==> src/rtl/mem_access_unit.sv <==
// mem_access_unit: byte/half/word load-store front end for dmemory32.
// Sub-word stores are read-modify-write; misaligned requests never reach memory.
module mem_access_unit #(
  parameter int MEM_AW = 14
) (
  input  logic              clock,
  input  logic              reset,
  input  logic              req_valid,
  output logic              req_ready,
  input  logic              req_write,
  input  logic [1:0]        req_size,
  input  logic              req_unsigned,
  input  logic [31:0]       req_addr,
  input  logic [31:0]       req_wdata,
  output logic              rsp_valid,
  output logic [31:0]       rsp_rdata,
  output logic              rsp_err,
  output logic [MEM_AW-1:0] mem_addr,
  output logic [31:0]       mem_wdata,
  output logic              mem_write,
  input  logic [31:0]       mem_rdata
);

  typedef enum logic [2:0] {
    IDLE, ERR, WR, ISSUE, CAPTURE, MERGE, RESP
  } state_t;

  state_t      state, stateNext;
  logic        rqWrite;
  logic [1:0]  rqSize;
  logic        rqUnsigned;
  logic [1:0]  rqLane;
  logic [15:0] rqWdata;
  logic [31:0] capWord;

  logic        accept;
  logic        misaligned;
  logic        wordStore;
  logic [7:0]  capByte;
  logic [15:0] capHalf;
  logic [31:0] loadData;
  logic [31:0] mergeWord;
  logic        unusedAddr;

  // Upper address bits alias onto the same memory words.
  assign unusedAddr = ^req_addr[31:MEM_AW+2];

  assign accept    = req_valid && req_ready;
  assign wordStore = req_write && (req_size == 2'd2);

  always_comb begin
    misaligned = 1'b1;
    unique case (req_size)
      2'd0:    misaligned = 1'b0;
      2'd1:    misaligned = req_addr[0];
      2'd2:    misaligned = |req_addr[1:0];
      default: misaligned = 1'b1;
    endcase
  end

  always_comb begin
    stateNext = state;
    unique case (state)
      IDLE: begin
        if (accept) begin
          if (misaligned)     stateNext = ERR;
          else if (wordStore) stateNext = WR;
          else                stateNext = ISSUE;
        end
      end
      ERR:     stateNext = IDLE;
      WR:      stateNext = RESP;
      ISSUE:   stateNext = CAPTURE;
      CAPTURE: stateNext = rqWrite ? MERGE : RESP;
      MERGE:   stateNext = RESP;
      RESP:    stateNext = IDLE;
      default: stateNext = IDLE;
    endcase
  end

  always_comb begin
    capByte  = capWord[{rqLane, 3'b000} +: 8];
    capHalf  = rqLane[1] ? capWord[31:16] : capWord[15:0];
    loadData = capWord;
    unique case (rqSize)
      2'd0:    loadData = {{24{capByte[7] & ~rqUnsigned}}, capByte};
      2'd1:    loadData = {{16{capHalf[15] & ~rqUnsigned}}, capHalf};
      default: loadData = capWord;
    endcase
  end

  // Merge straight from the read port so the write lands the cycle after.
  always_comb begin
    mergeWord = mem_rdata;
    if (rqSize == 2'd0)
      mergeWord[{rqLane, 3'b000} +: 8] = rqWdata[7:0];
    else
      mergeWord[{rqLane[1], 4'b0000} +: 16] = rqWdata;
  end

  assign req_ready = (state == IDLE);
  assign rsp_valid = (state == ERR) || (state == RESP);
  assign rsp_err   = (state == ERR);
  assign rsp_rdata = (state == RESP && !rqWrite) ? loadData : '0;

  always_ff @(posedge clock) begin
    if (reset) begin
      state      <= IDLE;
      mem_addr   <= '0;
      mem_wdata  <= '0;
      mem_write  <= 1'b0;
      rqWrite    <= 1'b0;
      rqSize     <= '0;
      rqUnsigned <= 1'b0;
      rqLane     <= '0;
      rqWdata    <= '0;
      capWord    <= '0;
    end else begin
      state     <= stateNext;
      mem_write <= 1'b0;
      if (accept) begin
        rqWrite    <= req_write;
        rqSize     <= req_size;
        rqUnsigned <= req_unsigned;
        rqLane     <= req_addr[1:0];
        rqWdata    <= req_wdata[15:0];
        if (!misaligned)
          mem_addr <= req_addr[MEM_AW+1:2];
        if (!misaligned && wordStore) begin
          mem_wdata <= req_wdata;
          mem_write <= 1'b1;
        end
      end
      if (state == CAPTURE) begin
        capWord <= mem_rdata;
        if (rqWrite) begin
          mem_wdata <= mergeWord;
          mem_write <= 1'b1;
        end
      end
    end
  end

endmodule

==> config.mk <==
export PLATFORM = sky130hd
export DESIGN_NAME = mem_access_unit
export DESIGN_NICKNAME = d
export VERILOG_FILES = /design/src/rtl/mem_access_unit.sv
export SDC_FILE = /design/constraint.sdc
export NUM_CORES = 1
export LEC_CHECK = 0
export BUFFER_PORTS_ARGS = -buffer_cell sky130_fd_sc_hd__buf_2
export CAP_MARGIN = 15
export CORE_AREA = 2 2 112 114
export CTS_CLUSTER_DIAMETER = 60
export DETAILED_ROUTE_END_ITERATION = 12
export DIE_AREA = 0 0 114 116
export GPL_ROUTABILITY_DRIVEN = 0
export GPL_TIMING_DRIVEN = 0
export HOLD_SLACK_MARGIN = 0.1
export PLACE_DENSITY = 0.72
export SYNTH_ARGS = -nofsm -noshare
export SYNTH_HDL_FRONTEND = slang
export SYNTH_SLANG_ARGS = --single-unit
==> constraint.sdc <==
create_clock -name clock -period 3 [get_ports clock]
set_input_delay 0.6 -clock clock [delete_from_list [all_inputs] [get_ports clock]]
set_output_delay 0.6 -clock clock [all_outputs]
set_load 0.02 [all_outputs]
* Word-level counts from Yosys, hierarchy flattened
Cells that the tools add are included.
** Operators by class
- Muxes and demuxes :: 20
- Bitwise logic cells :: 4
- Shift operators :: 5
- Equality and inequality tests :: 10
- Add/sub/neg operators :: 2
- Reductions and logical operators :: 13
** Operators with widths (number)
- $mux W32 :: 6
- $bwmux W32 :: 2
- $pmux W32 S2 :: 1
- $shift A16 B7 Y32 const A :: 1
- $shift A8 B7 Y32 const A :: 1
- $shiftx A16 B7 Y32 :: 1
- $shiftx A32 B6 Y8 :: 1
- $shiftx A8 B7 Y32 :: 1
- $mux W16 :: 1
- $neg A5 Y7 :: 2
- $pmux W3 S4 :: 1
- $eq A3 B3 Y1 const B :: 3
- $eq A3 B2 Y1 const B :: 2
- $mux W1 :: 5
- $eq A2 B1 Y1 const B :: 2
- $logic_and A1 B1 Y1 :: 4
- $logic_not A2 Y1 :: 2
- $mux W2 :: 2
- $reduce_or A2 Y1 :: 2
- $eq A3 B1 Y1 const B :: 1
- $logic_not A3 Y1 :: 1
- $mux W3 :: 1
- $pmux W1 S3 :: 1
- $and A1 B1 Y1 :: 2
- 6 further kinds :: 8
** Storage, ports and cells
- Register bits :: 104
- Input port bits :: 103
- Output and inout bits :: 82
- Logic and storage cells :: 64

* Depth between registers and ports, before layout
Gate-level depths: netlist of the first run.
- Word-level depth :: 8
- Depth in mapped cells :: 8
- Gate-level depth less buffers :: 6

* Worst setup path before layout of the first run
No wires, ideal clock.
- Kind :: reg2out
- Start point :: register rqLane[1]
- End point :: output port rsp_rdata[14]
- Data arrival time :: 1944 ps
- Slack :: 456 ps
- Buffers on the path :: 3
- Required time :: 2400 ps
- Cell stages (with the launch flop) :: 8
- Path through :: dfxtp_1 -> buf_2 -> buf_1 -> clkbuf_1 -> nand2_1 -> o21ai_0 -> nand2_1 -> a221oi_1
** On the way
- Longest elaborated chain between the ends :: 4
- Elaborated cells between the ends (all ways) :: 5
- Those cells by class :: shift: 1; mux: 3; bitwise: 1
** RTL lines
- start: declaration :: RTL line 32 : logic [1:0] rqLane;
- start signal: assignment :: RTL line 125 : rqLane <= req_addr[1:0];
- $shiftx A32 B6 Y8 :: RTL line 82 : capByte = capWord[{rqLane, 3'b000} +: 8];
- $and A1 B1 Y1 :: RTL line 86 : 2'd0: loadData = {{24{capByte[7] & ~rqUnsigned}}, capByte};
- $pmux W32 S2 * :: RTL line 85 : unique case (rqSize)
- $mux W32 * :: RTL line 104 : assign rsp_rdata = (state == RESP && !rqWrite) ? loadData : '0;
- end: declaration :: RTL line 16 : output logic [31:0] rsp_rdata,
Mark *: on every way between the ends. The rest lies on a longest branch, timed or not.

* Worst setup path in the final report of the first run
- Start point :: register rqSize[1]
- End point :: output port rsp_rdata[13]
** On the way
- Longest elaborated chain between the ends :: 3
- Elaborated cells between the ends (all ways) :: 4
- Those cells by class :: eq/ne: 1; mux: 2; reduce/logical: 1
** RTL lines
- start: declaration :: RTL line 30 : logic [1:0] rqSize;
- start signal: assignment :: RTL line 123 : rqSize <= req_size;
- $eq A2 B1 Y1 / $logic_not A2 Y1 (equally long branches) :: RTL line 85
- $pmux W32 S2 * :: RTL line 85
- $mux W32 * :: RTL line 104
Marked as above.

==> results of run 1 <==
## placed cells by master (no fill, tap or decap), drive strengths merged, types with 2 or more instances in the layout
master / n
nor4b: 3
o21bai: 2
a32oi: 8
a222oi: 7
nand3: 4
and4: 2
a21o: 16
a21oi: 59
ha: 5
dfxtp: 104
a211oi: 25
inv: 18
nand2: 146
a2111oi: 9
nor2b: 10
buf: 190
clkbuf: 41
mux2: 15
a31oi: 2
a221oi: 31
nor2: 27
or3: 2
o21ai: 26
nor3: 4
nor3b: 2
mux2i: 48
clkinvlp: 2
## flip-flops by register name, summed over array words and instances, names as in the netlist
signal and flops:
rqWdata 16, mem_addr 14, rqUnsigned 1, rqLane 2, capWord 32, rqSize 2
rqWrite 1, state 3, mem_wdata 32, mem_write 1
## synthesized netlist by cell type, drive strengths merged (2+ instances only)
master | n | area share, %
buf | 19 | 1.9
a221oi | 31 | 5.1
or3 | 2 | 0.24
a31oi | 2 | 0.24
and4 | 2 | 0.33
a32oi | 8 | 1.3
ha | 5 | 1.2
mux2 | 15 | 3.2
a222oi | 7 | 1.3
o21bai | 2 | 0.28
a2111oi | 9 | 1.8
o21ai | 26 | 2.4
inv | 15 | 1.1
nand2 | 146 | 10
nor2b | 10 | 1.2
nor2 | 27 | 1.9
a211oi | 25 | 3.5
dfxtp | 104 | 39
nor3 | 4 | 0.38
a21oi | 59 | 5.5
nand3 | 4 | 0.47
a21o | 16 | 2.3
clkbuf | 31 | 2.2
nor3b | 2 | 0.38
mux2i | 48 | 9.0
nor4b | 3 | 0.89
## routing by layer
metal	global-route usage, %	part of all wire, %	vias up
met2	46.5	46	393
met3	5.60	11	63
li1	-	-	2680
met4	10.2	3.7	0
met5	0	0	-
met1	35.5	40	2655
## cell families (layout without fill, tap and decap cells)
logic type / count (synthesis) / in the layout / synth area share, %
compound gates: 194 / 194 / 25.3
xor+xnor: 1 / 1 / 0.165
fa+ha+maj: 5 / 5 / 1.18
buf+inv: 66 / 253 / 5.22
flops: 104 / 104 / 39.1
mux: 63 / 63 / 12.2
simple gates: 205 / 205 / 16.8
## metrics by stage
step                      setup TNS [ps]  hold slack, ps  utilization [%]  total power (uW)
after floorplan                        0             436                -              2270
final                                  0             464             56.8              3880
after CTS                              0             462             56.1              3840
after detailed placement               0             451             53.3              2610
after global routing               -46.9             477             56.8              4050
after global placement                 0             449             53.3              2580
## power breakdown
group | leakage, uW | switching [uW] | internal (uW) | total (uW)
Combinational | 0.00212 | 632 | 358 | 990
Sequential | 0.000845 | 131 | 1510 | 1640
Clock | 0.000148 | 568 | 683 | 1250
## tightest hold or removal path: cells and delay by family, from the launching register on
kind               cells  cell delay [ps]
DFF                    1              310
AOI/OAI and AO/OA      1               50
and+or+nand+nor        1               50
## repair_timing
item / in CTS / in global routing
hold buffers: 0 / 0
hold endpoints to repair: 0 / 0
setup buffers: 2 / 1
resized for setup: 4 / 19
pin swaps: 1 / 0
gates cloned: 0 / 1
setup endpoints to repair: 30 / 25
## worst max-delay path by stage
| stage | start | end | slack [ps] | cells past startpoint |
|---|---|---|---|---|
| CTS | rqLane[1]$_SDFFE_PP0P_ | rsp_rdata[13] | 3 | 6 |
| global route | rqSize[1]$_SDFFE_PP0P_ | rsp_rdata[16] | -20 | 8 |
| finish | rqSize[1]$_SDFFE_PP0P_ | rsp_rdata[13] | 50 | 6 |
| global placement | rqLane[1]$_SDFFE_PP0P_ | rsp_rdata[12] | 130 | 8 |
| floorplan | rqLane[1]$_SDFFE_PP0P_ | rsp_rdata[14] | 460 | 7 |
| detailed placement | rqLane[1]$_SDFFE_PP0P_ | rsp_rdata[12] | 120 | 8 |
## cell type report
class,count,area [um2],share of cell area (%)
Buffer,49,238,3.52
Clock buffer,10,239,3.54
Clock inverter,6,73.8,1.09
Inverter,16,60.1,0.888
Multi-Input combinational cell,468,3010,44.5
Sequential cell,104,2080,30.8
Tap cell,147,184,2.72
Timing Repair Buffer,172,873,12.9
==> results.ini, run 1 <==
[clock_network]
ctsRootBufferMaster = sky130_fd_sc_hd__clkbuf_16
htreeDepth = 3
path_clk_slew_ps = 80
cts_buffer_depth = 2
cts-buffers-inserted = 9
insertion_delay_ps = 360
cts_tree = yes
clock_sink_count = 104

[logic_synthesis]
synth_async_sr_flop_share_pct = 0
ys_ff_latch = 104
synth.distinct_cells = 51
combined_area_of_all_synthesized_cells_um2 = 5320
syn_avg_cell_area_um2 = 8.34
synth_enable_flop_cells = 0
synth-warning-count = 0
post_synthesis_sequential_area_ratio_pct = 39.1
synthesis.nets = 746
synth_cells = 638
synthFlopType = sky130_fd_sc_hd__dfxtp_1

[routing]
wl_per_cell_um = 19.0
antenna_violating_nets_post_route = 0
average_via_count_per_standard_cell = 5.96
post-route-drc-count = 0
drt_first_iter_violations = 640
detail_route.first_pass.iterations = 7
detailroute.via_count = 5791
wl_um = 18500

[setup_path]
cp-start-kind = flop
worstPathMaxFanout = 10
worst_ep_required_time_ps = 2400
worstPathArrival_ps = 2350
path_delay_family = compound AO/OA/AOI/OAI gates
reg_to_reg_end = mem_wdata[30]$_SDFF_PP0_
timing.setup.critical_path_class = flop to primary output
worst-path-buf-inv = 2
ff2ff_path_depth = 6
timing.critical_path.to_type = primary output
crit_path_top_delay_cell = sky130_fd_sc_hd__or3b_1
worst_r2r_startpoint = rqLane[1]$_SDFFE_PP0P_
setup.reg_to_reg.worst_slack_ps = 550
worstPathCellList = buf_6 > or3b_1 > o32a_4 > o21a_1 > a221oi_1 > buf_2
cpPeakStageDelay_ps = 370

[place]
place.detailed.instances = 953
post-dp-hpwl_um = 14200
placed_cell_area_um2 = 6350
numPortBuffers = 168
place_ws_ps = 121

[min_path]
min_delay_worst_endpoint = capWord[10]$_SDFFE_PP0N_
timing.hold.worst.class = flop to flop
source_of_the_worst_hold_timing_path = capWord[10]$_SDFFE_PP0N_
hold_path_depth = 2

[pwr]
power.static_leakage_uw = 0.00312
power_density_nw_per_um2 = 574
ir_worst_vdd_mv = 0.262

[floorplanning]
die_h_um = 116
rows = 40
die_area_um2 = 13200
start_util_pct = 44.7
i_o_pin_cnt = 185
floorplan.die.width_um = 114
area_inside_the_core_boundary_um2 = 11900

[cells_and_area]
area.growth.synth_to_final_pct = 27.0
drive_gt1_share_pct = 28.1
final_cell_area_um2 = 6760
finish.net_count = 928
finish.cell_count_without_fillers = 972
layout.filler_cells = 1135
num_antenna_cells = 0

[timing]
clock-skew-final_ps = 10.2
post-route-period-util_pct = 98.3
worst_slew_margin_rel_pct = 37.1
final_max_slew_viol_count = 0
setup_viol = 0
hold_viol = 0
timing.final.crit_period_ps = 2950
worstMarginPinSlew_ps = 938
fmax_mhz = 339
timing.final.ws_setup_ps = 49.9

[grt]
grt_antenna_before_repair = 0
first_global_vias = 5639
grt_max_degree = 20
grt_overflow = 0
grt_pass1_wl_um = 28700
groute.usage.overall_pct = 27.7

[status]
status = complete, no violations

[job]
max_cap_viol_count = 0

No activity file was read; power rests on OpenSTA's default activity.
==> run 2, diff against run 1 <==
CORE_AREA = 2 2 107 109   (was 2 2 112 114)
DIE_AREA = 0 0 109 111   (was 0 0 114 116)
PLACE_DENSITY = 0.78   (was 0.72)
==> run 2 against run 1 <==
  * Sequential cell count unchanged
  * Cell area down 0.85%
  * Clock power up 3%
  * Critical path depth unchanged
  * Utilization up 3.8 points
  * Global-route usage up 0.65 points
  * Setup slack worse by 8.4 ps
  * Critical path type unchanged
  * Critical endpoint is now rsp_rdata[14]
==> results.ini, run 2 (synthesis gave the netlist of run 1 again) <==
[floorplanning]
area_inside_the_core_boundary_um2 = 11100
die_area_um2 = 12100
i_o_pin_cnt = 185
start_util_pct = 48.1
rows = 39
die_h_um = 111
floorplan.die.width_um = 109

[clock_network]
htreeDepth = 3
clock_sink_count = 104
ctsRootBufferMaster = sky130_fd_sc_hd__clkbuf_16
insertion_delay_ps = 350
hold_buffers = 0
cts_tree = yes
cts-buffers-inserted = 9
path_clk_slew_ps = 70
cts_buffer_depth = 2

[pwr]
switching_power_uw = 1290
combinationalPowerShare_pct = 24.9
power.static_leakage_uw = 0.00310
ir_worst_vdd_mv = 0.363
internal_power_uw = 2600
seq_power_share_pct = 42.1
power_density_nw_per_um2 = 581
power.share.switching_pct = 33.2
power_frac_clock_pct = 33.1

[place]
placed_cell_area_um2 = 6340
place_ws_ps = 137
post-dp-hpwl_um = 13200
numPortBuffers = 168

[cells_and_area]
finish.net_count = 925
layout.filler_cells = 1021
drive_gt1_share_pct = 27.4
layout.cells.most_common_list = sky130_fd_sc_hd__buf_2, sky130_fd_sc_hd__nand2_1, sky130_fd_sc_hd__dfxtp_1, sky130_fd_sc_hd__a21oi_1, sky130_fd_sc_hd__mux2i_1
num_antenna_cells = 0
top_regs = capWord: 32 flops, mem_wdata: 32 flops, rqWdata: 16 flops
layout_commonest_cell = sky130_fd_sc_hd__buf_2
area.growth.synth_to_final_pct = 25.9
final_cell_area_um2 = 6700

[setup_path]
worst-path-buf-inv = 2
path_delay_family = compound AO/OA/AOI/OAI gates
worst_ep_required_time_ps = 2400
cp-start-kind = flop
reg_to_reg_end = mem_wdata[13]$_SDFF_PP0_
worst_r2r_startpoint = state[1]$_SDFFE_PP0P_
worstPathArrival_ps = 2360
worstPathCellList = buf_6 > or2_4 > o32a_2 > o21a_1 > a221oi_1 > buf_2
timing.setup.critical_path_class = flop to primary output
ff2ff_path_depth = 5
cpPeakStageDelay_ps = 390
worstPathMaxFanout = 9
timing.critical_path.to_type = primary output
crit_path_top_delay_cell = sky130_fd_sc_hd__a221oi_1
setup.reg_to_reg.worst_slack_ps = 560

[routing]
antenna_violating_nets_post_route = 0
average_via_count_per_standard_cell = 5.78
drt_first_iter_violations = 588
post-route-drc-count = 0
wl_per_cell_um = 17.9
detailroute.via_count = 5575
detail_route.first_pass.iterations = 8
wl_um = 17300

[min_path]
min_delay_worst_endpoint = capWord[8]$_SDFFE_PP0N_
hold_path_depth = 2
source_of_the_worst_hold_timing_path = capWord[8]$_SDFFE_PP0N_
timing.hold.worst.class = flop to flop

[grt]
groute.usage.overall_pct = 28.4
grt_max_degree = 20
grt_antenna_before_repair = 0
first_global_vias = 5192
grt_pass1_wl_um = 26600
grt_overflow = 0

[timing]
rsz_0062_raised_after_global_routing = yes
final_max_slew_viol_count = 0
post-route-period-util_pct = 98.6
worst_slew_margin_rel_pct = 36.0
worstMarginPinSlew_ps = 954
hold_viol = 0
setup_viol = 0
hold_slack_ps = 460
timing.final.crit_period_ps = 2960
fmax_mhz = 338
timing.final.ws_setup_ps = 41.5
clock-skew-final_ps = 8.86

[status]
status = complete, no violations

[job]
max_cap_viol_count = 0

run 2: through the flow:
step	setup TNS, ps	total power (uW)	instances	util [%]
floorplan	0	2270	638	-
global placement	0	2580	949	57.3
detailed placement	0	2600	949	57.3
CTS	0	3860	965	60.3
global route	-16.6	4050	965	60.5
finish	0	3890	965	60.5
run 2: how the worst max path moves through the flow:
| stage | from | end | depth (start not counted) |
|---|---|---|---|
| floorplan | rqLane[1]$_SDFFE_PP0P_ | rsp_rdata[14] | 7 |
| global placement | rqLane[1]$_SDFFE_PP0P_ | rsp_rdata[13] | 8 |
| detailed placement | rqLane[1]$_SDFFE_PP0P_ | rsp_rdata[12] | 8 |
| CTS | rqLane[1]$_SDFFE_PP0P_ | rsp_rdata[15] | 6 |
| global route | rqSize[1]$_SDFFE_PP0P_ | rsp_rdata[15] | 6 |
| finish | rqSize[0]$_SDFFE_PP0P_ | rsp_rdata[14] | 6 |
run 2: timing repair:
item | in CTS | in global routing
endpoints found under the hold margin | 0 | 0
pin swaps | 1 | 1
gates resized for setup | 3 | 6
setup endpoints to repair | 23 | 29
setup buffers | 1 | 0
run 2: cell type report:
class | count | area [um2] | share of cell area, %
clock inverters | 7 | 108 | 1.61
clock buffers | 9 | 225 | 3.36
flip-flops and latches | 104 | 2080 | 31.1
plain buffers | 49 | 223 | 3.32
inverters | 16 | 60.1 | 0.896
multi-input cells | 468 | 2980 | 44.4
repair buffers | 169 | 848 | 12.7
well taps | 143 | 179 | 2.67
run 2: routing by layer:
layer | vias up | wire length, um | track usage [%]
met2 | 296 | 7710 | 43.6
met5 | - | 0 | 0
met1 | 2567 | 7380 | 39.3
li1 | 2670 | - | -
met4 | 0 | 536 | 11.0
met3 | 42 | 1690 | 5.06
run 2: power by group through the flow:
stage | logic (uW) | clock network, uW | registers, uW
3_5_place_dp | 941 | 0 | 1660
6_report | 968 | 1290 | 1640
2_1_floorplan | 611 | 0 | 1660
4_1_cts | 947 | 1290 | 1630
3_3_place_gp | 928 | 0 | 1660
5_1_grt | 1060 | 1340 | 1650
run 2: tightest hold or removal path, delay by kind of cell (launching register included):
family	cells	cell delay, ps
simple gates	1	50
flops	1	310
compound gates	1	50
==> run 3, diff against run 2 <==
CORE_AREA = 2 2 123 95   (was 2 2 107 109)
DIE_AREA = 0 0 125 97   (was 0 0 109 111)
==> run 3 against run 2 <==
  * Cell area up 0.15%
  * Count of clock-buffer cells in the layout unchanged
  * Utilization up 1.5 points
  * Clock skew about the same
  * Clock power down 13%
  * Non-clock buffer count up 5
  * Setup slack worse by 25 ps
  * Largest cell class unchanged
  * Highest routed layer is now met5
==> results.ini, run 3 (synthesis gave the netlist of run 1 again) <==
[grt]
grt_max_degree = 20
groute.usage.overall_pct = 30.2
grt_overflow = 0
grt_antenna_before_repair = 2
grt_pass1_wl_um = 29200
first_global_vias = 5564

[timing]
post-route-period-util_pct = 99.4
worst_slew_margin_rel_pct = 32.2
hold_viol = 0
setup_viol = 0
final_max_slew_viol_count = 0
rsz_0062_raised_after_global_routing = yes
worstMarginPinSlew_ps = 1010
timing.final.ws_setup_ps = 16.9
fmax_mhz = 335
timing.final.crit_period_ps = 2980
clock-skew-final_ps = 8.37

[setup_path]
setup.reg_to_reg.worst_slack_ps = 430
timing.setup.critical_path_class = flop to primary output
timing.critical_path.to_type = primary output
cpPeakStageDelay_ps = 400
worst_r2r_startpoint = rqLane[1]$_SDFFE_PP0P_
cp-endpoint = rsp_rdata[15]
worstPathArrival_ps = 2380
ff2ff_path_depth = 7
worst_ep_required_time_ps = 2400
worstSetupStartpoint = rqLane[1]$_SDFFE_PP0P_
path_delay_family = compound AO/OA/AOI/OAI gates
worstPathCellList = buf_4 > mux2i_1 > o32a_4 > o21a_1 > a221oi_1 > buf_2
worstPathMaxFanout = 10
worst-path-buf-inv = 2
critical_path_depth = 6
reg_to_reg_end = mem_wdata[28]$_SDFF_PP0_
cp-start-kind = flop
crit_path_top_delay_cell = sky130_fd_sc_hd__o32a_4

[routing]
met2_wirelength_um = 8080
antenna_violating_nets_post_route = 0
detailroute.via_count = 5953
wl_per_cell_um = 19.4
met3RoutedLength_um = 2370
wl_um = 18700
drt_first_iter_violations = 731
detail_route.first_pass.iterations = 8
average_via_count_per_standard_cell = 6.16
m1WireLength_um = 7840
top_layer_used = met5
post-route-drc-count = 0

[clock_network]
clock_sink_count = 104
cts_tree = yes
insertion_delay_ps = 350
cts-buffers-inserted = 9
ctsRootBufferMaster = sky130_fd_sc_hd__clkbuf_16
htreeDepth = 3
cts_buffer_depth = 2
hold_buffers = 0
path_clk_slew_ps = 70

[pwr]
power_density_nw_per_um2 = 562
ir_worst_vdd_mv = 0.363
combinationalPowerShare_pct = 26.6
power_frac_clock_pct = 29.7
seq_power_share_pct = 43.7
power.static_leakage_uw = 0.00312
power.share.switching_pct = 35.1
internal_power_uw = 2450
switching_power_uw = 1320

[floorplanning]
die_h_um = 97
die_area_um2 = 12100
area_inside_the_core_boundary_um2 = 10800
start_util_pct = 49.2
rows = 33
floorplan.die.width_um = 125
i_o_pin_cnt = 185

[place]
place_ws_ps = 122
numPortBuffers = 168
placed_cell_area_um2 = 6340
post-dp-hpwl_um = 14100

[min_path]
source_of_the_worst_hold_timing_path = capWord[9]$_SDFFE_PP0N_
timing.hold.worst.class = flop to flop

[cells_and_area]
num_antenna_cells = 0
top_regs = capWord: 32 flops, mem_wdata: 32 flops, rqWdata: 16 flops
layout_commonest_cell = sky130_fd_sc_hd__buf_2
area.growth.synth_to_final_pct = 26.1
final_core_utilization_pct = 62.1
finish.net_count = 930
drive_gt1_share_pct = 27.9
final_cell_area_um2 = 6710
layout.cells.most_common_list = sky130_fd_sc_hd__buf_2, sky130_fd_sc_hd__nand2_1, sky130_fd_sc_hd__dfxtp_1, sky130_fd_sc_hd__a21oi_1, sky130_fd_sc_hd__mux2i_1
seq_area_um2 = 2080
layout.filler_cells = 980
multiInputGateArea_um2 = 2980

[status]
status = complete, no violations

[job]
max_cap_viol_count = 0

-- run 3: worst register-to-register path, stage by stage, from the launching register on --
cell and delay [ps]:
sky130_fd_sc_hd__dfxtp_1 380, sky130_fd_sc_hd__buf_4 220, sky130_fd_sc_hd__inv_1 130, sky130_fd_sc_hd__ha_1 210, sky130_fd_sc_hd__nor2_1 190, sky130_fd_sc_hd__nor4b_2 850, sky130_fd_sc_hd__a221oi_1 210, sky130_fd_sc_hd__a211oi_1 280
-- run 3: worst min-delay path by stage --
stage	slack (ps)	end	cells past startpoint
floorplan	440	capWord[0]$_SDFFE_PP0N_	2
global placement	450	capWord[8]$_SDFFE_PP0N_	2
detailed placement	450	capWord[9]$_SDFFE_PP0N_	2
CTS	460	capWord[9]$_SDFFE_PP0N_	2
global route	480	mem_addr[8]$_SDFFE_PP0P_	3
finish	460	capWord[9]$_SDFFE_PP0N_	2
-- run 3: layout make-up --
class / count / share of cell area (%)
Multi-Input combinational cell: 468 / 44.5
Sequential cell: 104 / 31.0
Timing Repair Buffer: 174 / 13.4
Clock buffer: 9 / 3.36
Clock inverter: 7 / 0.783
Buffer: 49 / 3.47
Tap cell: 140 / 2.61
Inverter: 16 / 0.895
-- run 3: per-stage QoR --
step | std cells | total power (uW) | hold WS [ps] | TNS (ps)
5_1_grt | 967 | 3920 | 478 | -110
3_3_place_gp | 946 | 2580 | 450 | 0
3_5_place_dp | 946 | 2610 | 449 | 0
4_1_cts | 963 | 3720 | 459 | 0
2_1_floorplan | 638 | 2270 | 436 | 0
6_report | 967 | 3770 | 457 | 0
-- run 3: what timing repair did --
action | 4_1_cts | 5_1_grt
cloned | 0 | 0
pin swaps | 1 | 0
gates resized for setup | 4 | 17
setup endpoints to repair | 30 | 17
setup buffers | 2 | 4
-- run 3: power groups by stage --
stage | registers (uW) | logic (uW) | clock network, uW
floorplan | 1660 | 611 | 0
global placement | 1660 | 916 | 0
detailed placement | 1670 | 944 | 0
CTS | 1640 | 952 | 1130
global route | 1660 | 1080 | 1180
finish | 1650 | 1000 | 1120
-- run 3: layer usage --
layer	vias to the layer above	GRT usage, %
li1	2689	-
met1	2767	41.8
met2	441	46.0
met3	54	7.96
met4	2	9.32
met5	-	0
